`config.mk`:
```
export PLATFORM = sky130hd
export DESIGN_NAME = serial_frame_tx
export DESIGN_NICKNAME = d
export VERILOG_FILES = /design/src/rtl/serial_frame_tx.sv
export SDC_FILE = /design/constraint.sdc
export NUM_CORES = 1
export LEC_CHECK = 0
export CAP_MARGIN = 10
export CORE_MARGIN = 8
export CORE_UTILIZATION = 54
export CTS_BUF_LIST = sky130_fd_sc_hd__clkbuf_4 sky130_fd_sc_hd__clkbuf_8
export DETAILED_ROUTE_END_ITERATION = 10
export PLACE_DENSITY = 0.83
export SETUP_SLACK_MARGIN = 0.05
export SYNTH_ARGS = -nofsm -noshare
export SYNTH_HDL_FRONTEND = slang
export SYNTH_SLANG_ARGS = --single-unit
export TNS_END_PERCENT = 5
```
`constraint.sdc`:
```
create_clock -name clk50 -period 2.1 [get_ports clk50]
set_input_delay 0.42 -clock clk50 [delete_from_list [all_inputs] [get_ports clk50]]
set_output_delay 0.42 -clock clk50 [all_outputs]
set_load 0.01 [all_outputs]
```
`src/rtl/serial_frame_tx.sv`:
```
// Serial frame transmitter: SYNC_WORD then payload, both MSB-first, optional even parity (SERIAL_FRAME_TX_PARITY_EN).
// Latency: sync MSB on tx_out the cycle after accept; tx_ready high in IDLE and in the last clock of the frame.
// Backpressure: tx_valid is ignored while tx_ready is low; accept in the last clock chains frames back-to-back.
module serial_frame_tx #(
    parameter int         DATA_W       = 8,
    parameter logic [7:0] SYNC_WORD    = 8'hD5,
    parameter int         CLKS_PER_BIT = 4,
    parameter logic       IDLE_LEVEL   = 1'b0
) (
    input  logic              clk50,
    input  logic              reset,
    input  logic [DATA_W-1:0] tx_data,
    input  logic              tx_valid,
    output logic              tx_ready,
    output logic              tx_out,
    output logic              tx_busy,
    output logic              frame_done
);

`ifdef SERIAL_FRAME_TX_PARITY_EN
    localparam int PAR_W = 1;
`else
    localparam int PAR_W = 0;
`endif
    localparam int FW = 8 + DATA_W + PAR_W;
    localparam int CW = $clog2(CLKS_PER_BIT + 1);
    localparam int BW = $clog2((DATA_W > 8) ? DATA_W : 8);
    localparam logic [CW-1:0] CNT_LAST = CW'(CLKS_PER_BIT - 1);
    localparam logic [BW-1:0] SYNC_TOP = BW'(7);
    localparam logic [BW-1:0] DATA_TOP = BW'(DATA_W - 1);

    typedef enum logic [1:0] {
        IDLE,
        SYNC,
        DATA
`ifdef SERIAL_FRAME_TX_PARITY_EN
        , PARITY
`endif
    } state_t;

`ifdef SERIAL_FRAME_TX_PARITY_EN
    localparam state_t LAST_ST = PARITY;
`else
    localparam state_t LAST_ST = DATA;
`endif

    state_t        state, nxt_state;
    logic [CW-1:0] cnt, nxt_cnt;
    logic [BW-1:0] idx, nxt_idx;
    logic [FW-1:0] sr, nxt_sr, ld_frame;
    logic          rdy_q;
    logic          accept;
    logic          bit_end;
    logic          nxt_final;

    // Whole frame is loaded at accept; the line always shows the shifter MSB.
`ifdef SERIAL_FRAME_TX_PARITY_EN
    assign ld_frame = {SYNC_WORD, tx_data, ^tx_data};
`else
    assign ld_frame = {SYNC_WORD, tx_data};
`endif

    assign tx_ready = rdy_q & ~reset;
    assign accept   = tx_valid & tx_ready;
    assign bit_end  = (cnt == CNT_LAST);

    always_comb begin
        nxt_state = state;
        nxt_cnt   = cnt;
        nxt_idx   = idx;
        nxt_sr    = sr;
        if (state != IDLE) begin
            if (bit_end) begin
                nxt_cnt = '0;
                nxt_sr  = {sr[FW-2:0], 1'b0};
            end else begin
                nxt_cnt = cnt + 1'b1;
            end
        end
        case (state)
            IDLE: ;
            SYNC: begin
                if (bit_end) begin
                    if (idx == '0) begin
                        nxt_state = DATA;
                        nxt_idx   = DATA_TOP;
                    end else begin
                        nxt_idx = idx - 1'b1;
                    end
                end
            end
            DATA: begin
                if (bit_end) begin
                    if (idx == '0) begin
`ifdef SERIAL_FRAME_TX_PARITY_EN
                        nxt_state = PARITY;
`else
                        nxt_state = IDLE;
`endif
                    end else begin
                        nxt_idx = idx - 1'b1;
                    end
                end
            end
`ifdef SERIAL_FRAME_TX_PARITY_EN
            PARITY: begin
                if (bit_end) nxt_state = IDLE;
            end
`endif
            default: nxt_state = IDLE;
        endcase
        // Accept only happens in IDLE or the final clock, so it cleanly overrides the wind-down.
        if (accept) begin
            nxt_state = SYNC;
            nxt_idx   = SYNC_TOP;
            nxt_cnt   = '0;
            nxt_sr    = ld_frame;
        end
    end

    assign nxt_final = (nxt_state == LAST_ST) && (nxt_idx == '0) && (nxt_cnt == CNT_LAST);

    always_ff @(posedge clk50) begin
        if (reset) begin
            state      <= IDLE;
            cnt        <= '0;
            idx        <= '0;
            sr         <= '0;
            tx_out     <= IDLE_LEVEL;
            tx_busy    <= 1'b0;
            frame_done <= 1'b0;
            rdy_q      <= 1'b1;
        end else begin
            state      <= nxt_state;
            cnt        <= nxt_cnt;
            idx        <= nxt_idx;
            sr         <= nxt_sr;
            tx_out     <= (nxt_state == IDLE) ? IDLE_LEVEL : nxt_sr[FW-1];
            tx_busy    <= (nxt_state != IDLE);
            frame_done <= nxt_final;
            rdy_q      <= (nxt_state == IDLE) || nxt_final;
        end
    end

endmodule

```
=== Word level (Yosys, flattened, before mapping) ===
Cells that the tools add are included.

* Register bits after elaboration: 28
* Input port bits: 11

* $add $sub $neg: 2
* Eq/ne operators: 5
* Muxes and demuxes: 18
* Bitwise operators: 3
* Reduce and logical (&&, ||, !) cells: 15

{| class="wikitable"
|+ Operator list
! operator !! count
|-
| two-way mux 16 bit || 3
|-
| two-way mux 3 bit || 8
|-
| two-way mux 2 bit || 5
|-
| nonzero test 2 bit || 4
|-
| == test 3 x 2 -> 1 bit (second input constant) || 2
|-
| zero test 3 bit || 2
|-
| case mux 2 bit (3 select lines) || 1
|-
| case mux 3 bit (2 select lines) || 1
|-
| == test 2 bit (second input constant) || 2
|-
| zero test 2 bit || 2
|-
| AND reduction 2 bit || 2
|-
| OR reduction 2 bit || 2
|-
| adder 3 x 1 -> 3 bit (second input constant) || 1
|-
| subtractor 3 x 1 -> 3 bit (second input constant) || 1
|-
| bitwise AND 1 bit || 2
|-
| == test 2 x 1 -> 1 bit (second input constant) || 1
|-
| logical AND 1 bit || 2
|-
| logical OR 1 bit || 1
|-
| NOT 1 bit || 1
|}

=== Logic depth before layout (Yosys ltp) ===
Gate-level depths: netlist of the first run.

* Depth in word-level cells: 9
* Gate-level depth with buffers: 9
* Mapped depth without buffers: 9

=== Worst setup path before layout of the first run ===
No wires, ideal clock.

* Path kind: reg2reg
* Start: reg idx[0]
* End: reg rdy_q
* Arrival time: 1.514 ns
* Required time: 1.968 ns
* Setup slack: 0.455 ns
* Cell stages (with the launch flop): 8
* Cell sequence: dfxtp_1 -> inv_1 -> ha_1 -> nor4bb_4 -> o21ba_2 -> o311a_1 -> nand4_1 -> o21ai_0

* Word-level cells in the longest chain between the ends: 9
* Elaborated cells on any way between the ends: 20
* Those cells by class: 1 x add/sub; 1 x eq/ne; 12 x mux; 6 x reduce/logical

{| class="wikitable"
|+ Ends and longest elaborated chain
! element !! RTL line !! text
|-
| from (decl) || 49 || <nowiki>logic [BW-1:0] idx, nxt_idx;</nowiki>
|-
| from (signal assigned) || 136 || <nowiki>idx <= nxt_idx;</nowiki>
|-
| subtractor 3 x 1 -> 3 bit / zero test 3 bit (equally long branches) || n/a ||
|-
| two-way mux 3 bit, or another cell as far along || 94 || <nowiki>if (idx == '0) begin</nowiki>
|-
| two-way mux 3 bit, or another cell as far along || 93 || <nowiki>if (bit_end) begin</nowiki>
|-
| case mux 3 bit (2 select lines) / case mux 2 bit (3 select lines) (equally long branches) || 80 || <nowiki>case (state)</nowiki>
|-
| two-way mux 3 bit / two-way mux 2 bit (equally long branches) || 113 || <nowiki>if (accept) begin</nowiki>
|-
| zero test 3 bit / == test 2 bit (equally long branches) || 121 || <nowiki>assign nxt_final = (nxt_state == LAST_ST) && (nxt_idx == '0) && (nxt_cnt == CNT_LAST);</nowiki>
|-
| logical AND 1 bit (2 in series) || 121 ||
|-
| logical OR 1 bit * || 141 || <nowiki>rdy_q <= (nxt_state == IDLE) || nxt_final;</nowiki>
|-
| to (signal assigned) || 141 ||
|-
| to (decl) || 51 || <nowiki>logic rdy_q;</nowiki>
|}

Mark *: on every way between the ends. The rest lies on a longest branch, timed or not.
A chain may end at the register's enable or synchronous reset.

=== Worst setup path after layout of the first run ===
* Start: in reset
* End: out tx_ready

* Word-level cells in the longest chain between the ends: 2

{| class="wikitable"
|+ Ends and longest elaborated chain
! element !! RTL line !! text
|-
| from (decl) || 11 || <nowiki>input logic reset,</nowiki>
|-
| NOT 1 bit || 63 || <nowiki>assign tx_ready = rdy_q & ~reset;</nowiki>
|-
| bitwise AND 1 bit || 63 ||
|-
| to (decl) || 14 || <nowiki>output logic tx_ready,</nowiki>
|}

No other way between the ends.

==> results of run 1 <==
power breakdown:
part	switching [uW]	internal [uW]	leakage, uW
registers	27.7	578	0.000230
clock network	152	67.3	0.0000138
logic	147	122	0.000344
synthesized netlist by cell type (all sizes together) (2+ instances only):
library cell  count  share of area, %
a31oi             4               1.8
nor2             19               5.4
a211oi            4               2.2
nand3b            4               2.2
dfxtp            28                41
nand2b            4               1.8
a21oi             7               2.9
nand3             2              0.74
a311oi            7               4.5
and2              2              0.92
o21ai             4               1.5
inv               9               2.5
clkbuf            4               1.1
nand2            35               9.7
ha                8               7.4
buf               2              0.92
cell families after synthesis:
family / Yosys count / share of synthesized area [%]
adder cells (fa/ha/maj): 8 / 7.39
flip-flops: 28 / 41.4
AND/OR/NAND/NOR: 76 / 27.1
AO/OA/AOI/OAI: 33 / 18.8
buffers and inverters: 15 / 4.52
multiplexers: 1 / 0.739
area by class of cell:
class | count | share of cell area (%)
Timing Repair Buffer | 18 | 10.9
Clock buffer | 3 | 1.44
Tap cell | 30 | 2.40
Multi-Input combinational cell | 118 | 47.3
Inverter | 9 | 2.16
Sequential cell | 28 | 35.8
metal layers:
| layer | share of wire, % | up-vias |
|---|---|---|
| met2 | 51 | 24 |
| met3 | 2.4 | 6 |
| li1 | - | 591 |
| met5 | 0 | - |
| met1 | 46 | 545 |
| met4 | 1.3 | 0 |
registers in the layout (all words and copies together), names as in the netlist:
signal      count
state           2
rdy_q           1
idx             3
sr             16
frame_done      1
tx_busy         1
tx_out          1
cnt             3
path summary, 6_finish.rpt:
path                            startpoint  depth (start not counted)  endpoint  slack (ps)
worst max-delay path                 reset                          3  tx_ready         110
worst min-delay path                 sr[8]                          2     sr[9]         470
worst max register to register    state[0]                          7     sr[6]         220
worst min register to register       sr[8]                          2     sr[9]         470
through the flow:
stage          instances  power [uW]
6_report             206        1090
5_1_grt              206        1150
4_1_cts              206        1090
3_5_place_dp         203         879
3_3_place_gp         203         863
2_1_floorplan        161         790
placed cells by master (no fill, tap or decap), types with 2 or more instances in the layout:
master,count
sky130_fd_sc_hd__nand2_1,35
sky130_fd_sc_hd__dfxtp_1,28
sky130_fd_sc_hd__nor2_1,18
sky130_fd_sc_hd__clkdlybuf4s50_1,14
sky130_fd_sc_hd__inv_1,9
sky130_fd_sc_hd__ha_1,8
sky130_fd_sc_hd__a311oi_1,7
sky130_fd_sc_hd__a21oi_1,6
sky130_fd_sc_hd__nand2b_1,4
sky130_fd_sc_hd__nand3b_1,4
sky130_fd_sc_hd__a211oi_1,4
sky130_fd_sc_hd__o21ai_0,4
sky130_fd_sc_hd__a31oi_1,4
sky130_fd_sc_hd__buf_4,4
sky130_fd_sc_hd__clkbuf_4,3
sky130_fd_sc_hd__and2_1,2
sky130_fd_sc_hd__nand3_1,2
critical path: stages:
cell and delay (ps):
sky130_fd_sc_hd__clkdlybuf4s50_1 430, sky130_fd_sc_hd__nor2b_1 150, sky130_fd_sc_hd__clkdlybuf4s50_1 570
repair_timing:
item / CTS / global route
hold buffers: 0 / 0
endpoints found under the setup margin: 0 / 1
gates resized for setup: 0 / 1
==> flow_results.org, run 1 <==
** Timing
- At the pin with the least slew margin, the transition time is 361 ps.
- After routing, the total negative slack on setup checks comes to 0 ps.
- Headroom to the max-slew limit came out at 75.7%.
- The worst path uses 94.5% of the clock period.
- Clock skew on the completed layout was measured at 5.31 ps.
- Setup violation total in the final timing report :: 0
- The hold violation count in the final report is 0.
- Final-report max-slew violation count :: 0
- Setup slack on the critical path of the routed design comes to 115 ps.
- For this run, the top clock speed supported by timing is 0.504 GHz.
- Unrepaired setup endpoints after global routing :: true
- Shortest clock period the worst path allows after layout :: 1990 ps
- Across all hold checks on the routed design, the worst slack comes to 469 ps.

** Detailed routing
- Wire length reported by the detailed router :: ~3.0 mm
- The routed layout has 1166 vias.
- Number of design rule violations left after detail routing :: 0
- Once detail routing completed, the nets flagged for antenna violations numbered 0.
- The first detailed-routing pass took 4 iterations.
- Average wire length per cell after detail routing :: 14.4 um
- For this block, the initial DRC count from the detailed router was 54.
- Using the TritonRoute via totals, the vias-per-cell ratio works out to 5.66.

** Global route
- Pin count of the biggest net entering global routing :: 21
- Overflow after GRT :: 0
- For met3 alone, demand over resource in global routing was around 2.9%.
- Total routing resource utilization after global routing :: about 14%
- Global-route wire length before repair :: just under 5 mm
- Met2 global-route usage :: between 20% and 30%
- Most crowded layer after global routing :: met2
- Number of global-route vias before repair :: 1163
- Number of antenna violations at the first check in global routing :: 0
- For this run, global-route usage on met1 was measured as 16.7%.

** Final layout
- Final layout net count :: 197
- For this run, the share of the core covered by cells in the final layout is 64.4%.
- Layout cell share with drive strength beyond 1 :: under 10%
- Summing all flip-flop and latch instances after layout gives 561 um^2.
- Antenna diode instance count :: 0
- Final Instance Area :: approximately 1600 um^2
- Fillers :: 218
- In the final layout, the multi-input gates occupy 741 um^2.
- The area growth from synthesis to layout is 15.5%.

** Worst setup path
- By startpoint and endpoint, the worst setup path is classified as in2out.
- STA classifies the critical path endpoint as an output port.
- Of all nets on the critical path, the largest fanout is 3.
- STA puts the critical path data arrival time at 1570 ps.
- Required time of the critical path :: 1680 ps
- Element type at the critical path start :: primary input

** CTS
- Clock-pin slew was measured on the worst setup and hold paths at 140 ps.
- CTS built an H-tree with a depth of 1.
- CTS saw 28 sinks.
- Cell at the root of the clock tree :: sky130_fd_sc_hd__clkbuf_4
- The number of setup buffers added after CTS is 0.
- TritonCTS built the clock tree.
- No sink is reached through more buffers than the 2 on the longest clock path.
- At the later pin of the worst-skew pair, clock insertion delay measures 320 ps.
- Num CTS Buffers :: 3

** Yosys
- In the synthesized netlist, the number of instances is 161.
- Counting every net in the synthesized netlist gives 180.
- Syn Area/Cell :: roughly 8.4 um^2
- Synthesized cell area :: about 1400 um^2
- Cell variety after synth :: 37
- The most used flip-flop cell after synthesis is sky130_fd_sc_hd__dfxtp_1.
- In the synthesized netlist the async set-or-reset flop fraction comes to 0%.
- Number of enable flip-flop cells after synthesis :: 0
- Sequential fraction of the synthesis area :: 41.4%
- After synthesis the netlist holds a flip-flop and latch count of 28.
- Number of synthesis warnings :: 0

** Status
- The run finished with clean final reports.

** Die
- Die X :: about 66 um
- Starting utilization of the core area :: 55.7%
- The die covers between 4000 and 5000 um^2.
- The region available for standard cell placement spans around 2400 um^2.
- In this run the vertical extent of the chip is 66.1 um.
- The floorplan has 18 rows.
- Boundary Pins :: 15

** Placement
- Last weighted congestion value of the routability-driven placer :: 0.846
- DP HPWL :: roughly 2.2 mm
- Setup Slack @ Placement :: 110 ps
- In this run the cell area measured after placement is 1540 um^2.
- Number of buffers added on ports :: 14

** Run
- Max-cap violations :: 0

** Power and ir drop
- Power density of the placed cells :: between 600 and 700 nW/um^2
- In this run the static leakage power is 0.000587 uW.
- Peak supply drop :: 0.474 mV

** Hold path
- The min-delay analysis places its worst path in the category reg2reg.
Note: power is estimated with default switching activity, not from simulation.
==> inputs of run 2 (changes only) <==
- CAP_MARGIN: 10 -> 15
- GPL_TIMING_DRIVEN: default -> 0
==> run 2 against run 1 <==
Non-clock buffer count increased by 2. Maximum frequency grew 7.8%. Clock power down 3%. Combinational power down 2%. Register-to-register slack improved by 40 ps. Worst hold slack got worse by 2.9 ps. Cell count is 0.97% higher. Critical path type is now reg2reg. Flip-flop and latch count stayed put.
==> flow_results.org, run 2 (synthesized netlist as in run 1, its figures left out) <==
** Status
- Result of the run: complete, no violations (unchanged).

** Final layout
- Most common cell after layout, fill and taps aside :: sky130_fd_sc_hd__nand2_1 (unchanged)
- The count of filler cells inserted in the layout came to 208 (was 218).
- Largest regs: sr x16, cnt x3, idx x3 (unchanged).
- Final layout net count :: 199 (was 197)
- The number of antenna diodes is 0 (unchanged).
- Layout cell share with drive strength beyond 1 :: 6.18% (was 7.39%)
- The register name with the most flops is sr (unchanged).
- Post-Route Utilization :: 64.0% (was 64.4%)
- Flip-flop count of the largest register after layout :: 16 (unchanged)
- Area grow syn2layout :: 14.9% (was 15.5%)
- Most frequent cells in the layout :: 35 x sky130_fd_sc_hd__nand2_1, 28 x sky130_fd_sc_hd__dfxtp_1, 18 x sky130_fd_sc_hd__nor2_1 (unchanged)
- The filler-free cell count of the finished design is 208 (was 206).

** Die
- Floorplan Core Area :: 2430 um^2 (unchanged)
- Starting utilization of the core area :: 55.7% (unchanged)
- The height of the chip came to 66.1 um (unchanged).
- Placement Rows :: 18 (unchanged)
- Total die area :: 4370 um^2 (unchanged)
- Boundary Pins :: 15 (unchanged)
- The die extent in x came to 66.1 um (unchanged).

** Timing
- The peak clock frequency supported by timing is 0.543 GHz (was 0.504 GHz).
- Unrepaired setup endpoints after global routing: true (unchanged).
- Post-route worst setup slack :: 258 ps (was 115 ps)
- Max Clock Skew :: 7.45 ps (was 5.31 ps)
- Final-report max-slew violation count :: 0 (unchanged)
- The setup TNS after final layout was 0 ps (unchanged).
- Worst Max-Slew Pin Slew :: 542 ps (was 361 ps)
- Shortest clock period the worst path allows after layout :: 1840 ps (was 1990 ps)
- The hold violation count in the final report was 0 (unchanged).
- Setup violation total in the final timing report :: 0 (unchanged)
- The final clock period utilization by the worst path was 87.7% (was 94.5%).
- The relative max-transition margin was 63.9% (was 75.7%).

** CTS
- Cell at the root of the clock tree :: sky130_fd_sc_hd__clkbuf_4 (unchanged)
- Worst-skew pair later-pin latency :: 320 ps (about the same)
- The number of post-CTS setup repair buffers came to 0 (unchanged).
- Maximum level of the CTS H-tree :: 1 (unchanged)
- The sink count of the clock tree came to 28 (unchanged).
- The CTS buffer count was 3 (unchanged).
- Maximum buffer depth of the clock tree :: 2 (unchanged)
- Hold buffers post-CTS :: 0 (unchanged)
- TritonCTS clock tree :: yes (unchanged)
- Clock edge transition at the registers on the reported setup and hold paths :: 140 ps (about the same)

** Worst setup path
- The capture point of the worst path was tx_out (was tx_ready).
- Required time of the critical path :: 2370 ps (was 1680 ps)
- Worst Path Arrival :: 2110 ps (was 1570 ps)
- Worst R2R End :: tx_out (was sr[6])
- The critical path start-end classification was reg2reg (was in2out).
- Worst-case reg-to-reg path depth :: 7 (unchanged)
- The maximum fanout along the worst path is 4 (was 3).
- The register-to-register path setup slack is 260 ps (was 220 ps).
- Reg-to-Reg Start :: idx[0] (was state[0])
- The kind of start point of the critical path was a flop (was primary input).
- The critical path endpoint category was a flop (was output port).
- The origin of the worst setup path is idx[0] (was reset).

** Power and ir drop
- Peak supply drop :: 0.446 mV (was 0.474 mV)
- Final total power :: 1080 uW (was 1090 uW)
- Static Leak :: 0.000577 uW (was 0.000587 uW)
- Power density of the placed cells :: 694 nW/um^2 (was 699 nW/um^2)

** Placement
- The total of buffers placed on input and output ports came to 14 (unchanged).
- DP HPWL :: 2.28 mm (was 2.23 mm)
- The final estimated routing congestion in global placement came to 0.826 (was 0.846).
- The cell count after placement was 205 (was 203).
- Setup Slack @ Placement :: 42.5 ps (was 110 ps)

** Detailed routing
- The number of design rule violations left after detail routing was 0 (unchanged).
- The count of antenna-violating nets left after detailed routing came to 0 (unchanged).
- Violation count after the first detailed-routing iteration :: 56 (was 54)
- The average wire per cell in the routed design was 14.2 um (was 14.4 um).
- The total wire length after detailed routing is 2.95 mm (was 2.96 mm).
- Via density :: 5.64 (was 5.66)
- The count of vias placed by the detailed router was 1174 (was 1166).
- Detailed Routing Iterations Pass 1 :: 6 (was 4)

** Global route
- The number of antenna violations at the first check in global routing is 0 (unchanged).
- The global-route total usage across every layer was 14.4% (was 13.9%).
- Pin count of the biggest net entering global routing :: 15 (was 21)
- The wire length of the first global-routing pass was 5.07 mm (was 4.96 mm).
- The total congestion overflow was 0 (unchanged).
- The number of global-route vias before repair was 1197 (was 1163).

** Run
- The count of maximum capacitance violations came to 0 (unchanged).

** Hold path
- HP Class :: reg2reg (unchanged)
-- run 2: per-stage QoR --
step                area (um^2)  hold slack [ps]
finish                     1560              466
detailed placement         1530              451
floorplan                  1360              432
global route               1560              488
CTS                        1550              470
global placement           1530              438
-- run 2: worst min path at each step --
stage | from | end | cells past startpoint
6_report | sr[8] | sr[9] | 2
5_1_grt | sr[12] | sr[13] | 2
4_1_cts | sr[10] | sr[11] | 2
3_5_place_dp | sr[10] | sr[11] | 2
3_3_place_gp | sr[10] | sr[11] | 2
2_1_floorplan | sr[10] | sr[11] | 2
-- run 2: what timing repair did --
| action | in CTS | in global routing |
|---|---|---|
| endpoints found under the setup margin | 1 | 2 |
| gates resized for setup | 1 | 1 |
| gates cloned | 0 | 0 |
| endpoints found under the hold margin | 0 | 0 |
-- run 2: power breakdown --
part	internal (uW)	switching (uW)
clock	67.1	146
combinational	118	145
sequential	578	26.5
total	763	317
-- run 2: area by class of cell --
| cell class | count | area, um^2 | share of cell area (%) |
|---|---|---|---|
| clock buffers | 3 | 22.5 | 1.45 |
| flip-flops and latches | 28 | 561 | 36.0 |
| inverters | 9 | 33.8 | 2.17 |
| plain buffers | 6 | 27.5 | 1.77 |
| well taps | 30 | 37.5 | 2.41 |
| repair buffers | 14 | 139 | 8.92 |
| multi-input cells | 118 | 736 | 47.3 |
-- run 2: per-layer routing --
layer,up-vias,GRT usage [%],part of all wire [%]
met3,8,2.88,2.1
met1,553,16.7,45
met2,15,24.4,50
li1,598,-,-
met4,0,7.20,2.6
met5,-,0,0
-- run 2: critical path: stages, from the launching register on --
cell,delay (ps)
sky130_fd_sc_hd__dfxtp_1,370
sky130_fd_sc_hd__inv_1,80
sky130_fd_sc_hd__ha_1,240
sky130_fd_sc_hd__nor4bb_4,190
sky130_fd_sc_hd__o41ai_1,510
sky130_fd_sc_hd__a21o_1,250
sky130_fd_sc_hd__nor2_2,60
sky130_fd_sc_hd__nor2_1,110
==> inputs of run 3 (changes only) <==
- MAX_ROUTING_LAYER: default -> met4
- SKIP_LAST_GASP: default -> 1
==> run 3 against run 2 <==
First-iteration DRC count grew 3.6%. Sequential share of layout area hardly changed. Core utilization is 0.051 points higher. Total power is 0.44% lower. Worst setup slack got worse by 46 ps. Largest power group unchanged. Highest routed layer unchanged.
==> flow_results.org, run 3 (synthesized netlist as in run 1, its figures left out) <==
** Detailed routing
- The total wire length after detailed routing is 2.92 mm (was 2.95 mm).
- The violation count after the first detailed-routing iteration was 58 (was 56).
- Number of design rule violations left after detail routing :: 0 (unchanged)
- The count of antenna-violating nets left after detailed routing came to 0 (unchanged).
- Via density :: 5.69 (was 5.64)
- The count of vias placed by the detailed router was 1184 (was 1174).
- The average wire per cell in the routed design was 14.1 um (was 14.2 um).
- The detailed-router iteration count before antenna repair was 4 (was 6).

** CTS
- The maximum number of buffers from clock root to sink is 2 (unchanged).
- The CTS buffer count was 3 (unchanged).
- The clock root buffer master is sky130_fd_sc_hd__clkbuf_4 (unchanged).
- The quantity of hold-fixing buffers added after cts was 0 (unchanged).
- The sink count of the clock tree came to 28 (unchanged).
- Clock edge transition at the registers on the reported setup and hold paths :: 140 ps (about the same)
- Maximum level of the CTS H-tree :: 1 (unchanged)
- TritonCTS clock tree :: yes (unchanged)
- Worst-skew pair later-pin latency :: 320 ps (about the same)

** Worst setup path
- The biggest cell delay along the critical path is 370 ps (was 510 ps).
- The data required time of the worst path was 2330 ps (was 2370 ps).
- The arrival time reported for the critical path endpoint came to 2120 ps (was 2110 ps).
- The critical path endpoint category was a flop (unchanged).
- Most used cell, CP :: sky130_fd_sc_hd__inv_1
- The largest delay contributor family on the critical path is buffers and inverters (was compound AO/OA/AOI/OAI gates).
- Crit path kind :: reg2reg (unchanged)
- Element type at the critical path start :: flop (unchanged)
- The standard cell with the maximum stage delay on the critical path was sky130_fd_sc_hd__dfxtp_1 (was sky130_fd_sc_hd__o41ai_1).
- Ordered cell list for the critical path :: inv_1, ha_1, inv_1, nand3_1, buf_2, nand2_1, a311oi_1 (was inv_1, ha_1, nor4bb_4, o41ai_1, a21o_1, nor2_2, nor2_1)
- The number of buffer and inverter stages on the critical path was 3 (was 1).
- The maximum fanout along the worst path is 10 (was 4).

** Die
- The number of placement rows came to 18 (unchanged).
- Starting utilization of the core area :: 55.7% (unchanged)
- Total die area :: 4370 um^2 (unchanged)
- The height of the chip was 66.1 um (unchanged).
- Floorplan Core Area :: 2430 um^2 (unchanged)
- Die X :: 66.1 um (unchanged)
- The number of top-level pins was 15 (unchanged).

** Timing
- The setup TNS after final layout was 0 ps (unchanged).
- Worst Max-Slew Pin Slew :: 511 ps (was 542 ps)
- Unrepaired setup endpoints after global routing :: true (unchanged)
- The max-slew violation total from the final report was 0 (unchanged).
- Setup violation total in the final timing report :: 0 (unchanged)
- Fmax :: 0.530 GHz (was 0.543 GHz)
- Shortest clock period the worst path allows after layout :: 1890 ps (was 1840 ps)
- Worst-case headroom to the max-slew limit :: 65.9% (was 63.9%)
- The hold violation count in the final report was 0 (unchanged).
- Hold Worst Slack :: 467 ps (was 466 ps)
- Share of the clock period used by the worst path :: 89.9% (was 87.7%)
- The setup skew after layout was 7.60 ps (was 7.45 ps).

** Placement
- DP HPWL :: 2.28 mm (about the same)
- Instance area after placement :: 1530 um^2 (unchanged)
- Last weighted congestion value of the routability-driven placer :: 0.837 (was 0.826)
- The total of buffers placed on input and output ports came to 14 (unchanged).

** Final layout
- The area of combinational cells with multiple inputs was 733 um^2 (was 736 um^2).
- The area of all sequential standard cells was 561 um^2 (unchanged).
- The count of filler cells inserted in the layout came to 213 (was 208).
- The number of antenna diodes is 0 (unchanged).
- The cell area after layout came to 1560 um^2 (about the same).
- Area grow syn2layout :: 15.0% (was 14.9%)
- The share of layout cells above drive strength 1 came to 5.62% (was 6.18%).
- Final layout net count :: 199 (unchanged)
- The register name with the most flops is sr (unchanged).
- Flip-flop count of the largest register after layout :: 16 (unchanged)
- The commonest non-fill, non-tap cell in the layout is sky130_fd_sc_hd__nand2_1 (unchanged).
- Largest regs :: sr x16, cnt x3, idx x3 (unchanged)
- Most frequent cells in the layout: 35 x sky130_fd_sc_hd__nand2_1, 28 x sky130_fd_sc_hd__dfxtp_1, 18 x sky130_fd_sc_hd__nor2_1 (unchanged).
- The final design utilization was 64.0% (about the same).

** Power and ir drop
- Static Leak :: 0.000587 uW (was 0.000577 uW)
- The power density over cell area came to 690 nW/um^2 (was 694 nW/um^2).
- The worst vdd rail ir drop is 0.430 mV (was 0.446 mV).
- Final total power :: 1080 uW (about the same)

** Global route
- The number of antenna violations at the first check in global routing came to 0 (unchanged).
- The pin count of the biggest net entering global routing came to 15 (unchanged).
- The total congestion overflow came to 0 (unchanged).
- Global-route wire length before repair :: 5.18 mm (was 5.07 mm)
- Met1 demand-to-capacity share in global routing :: 17.6% (was 16.7%)
- The met2 global-route usage is 25.3% (was 24.4%).
- Met3 Track Usage GR :: 2.71% (was 2.88%)
- Most crowded layer after global routing :: met2 (unchanged)
- Number of global-route vias before repair :: 1178 (was 1197)
- Total routing resource utilization after global routing :: 15.0% (was 14.4%)

** Run
- The count of maximum capacitance violations came to 0 (unchanged).

** Hold path
- HP Class :: reg2reg (unchanged)

** Status
- Result of the run: complete, no violations (unchanged).
-- run 3: changes by cell type in the layout (fill, tap and decap cells not counted) --
cell and delta:
sky130_fd_sc_hd__dlygate4sd2_1 -1, sky130_fd_sc_hd__ha_2 -1, sky130_fd_sc_hd__dlymetal6s2s_1 +1, sky130_fd_sc_hd__ha_1 +1
-- run 3: metal layers --
metal | vias up | wire length (um)
li1 | 594 | -
met1 | 557 | 1230
met2 | 27 | 1550
met3 | 6 | 94
met4 | 0 | 54
met5 | - | 0
-- run 3: stage by stage --
step,setup slack [ps],std cells
final,212,208
after global routing,-1.59,208
after CTS,54.1,208
after detailed placement,57.0,205
after global placement,106,205
after floorplan,455,161
-- run 3: worst min-delay path, cell delays in order, from the launching register on --
cell,delay (ps)
sky130_fd_sc_hd__dfxtp_1,330
sky130_fd_sc_hd__nand2_1,50
sky130_fd_sc_hd__a21oi_1,50
-- run 3: final timing paths --
kind / from / end / slack, ps / cells past startpoint
min reg2reg: sr[10] / sr[11] / 470 / 2
max reg2reg: state[0] / sr[7] / 210 / 7
max: state[0] / sr[7] / 210 / 7
min: sr[10] / sr[11] / 470 / 2
-- run 3: where the power goes --
group | switching (uW) | leakage (uW) | internal [uW]
sequential | 26.6 | 0.000230 | 578
clock | 143 | 0.0000138 | 67.3
combinational | 143 | 0.000344 | 117
total | 313 | 0.000587 | 762
-- run 3: layout make-up --
class	instances	area share, %
well taps	30	2.41
flip-flops and latches	28	36.0
inverters	9	2.17
clock buffers	3	1.45
multi-input cells	118	47.1
plain buffers	6	1.77
repair buffers	14	9.16
-- run 3: what timing repair did --
action,4_1_cts,5_1_grt
buffers inserted,0,0
gates resized for setup,0,1
setup endpoints to repair,0,3
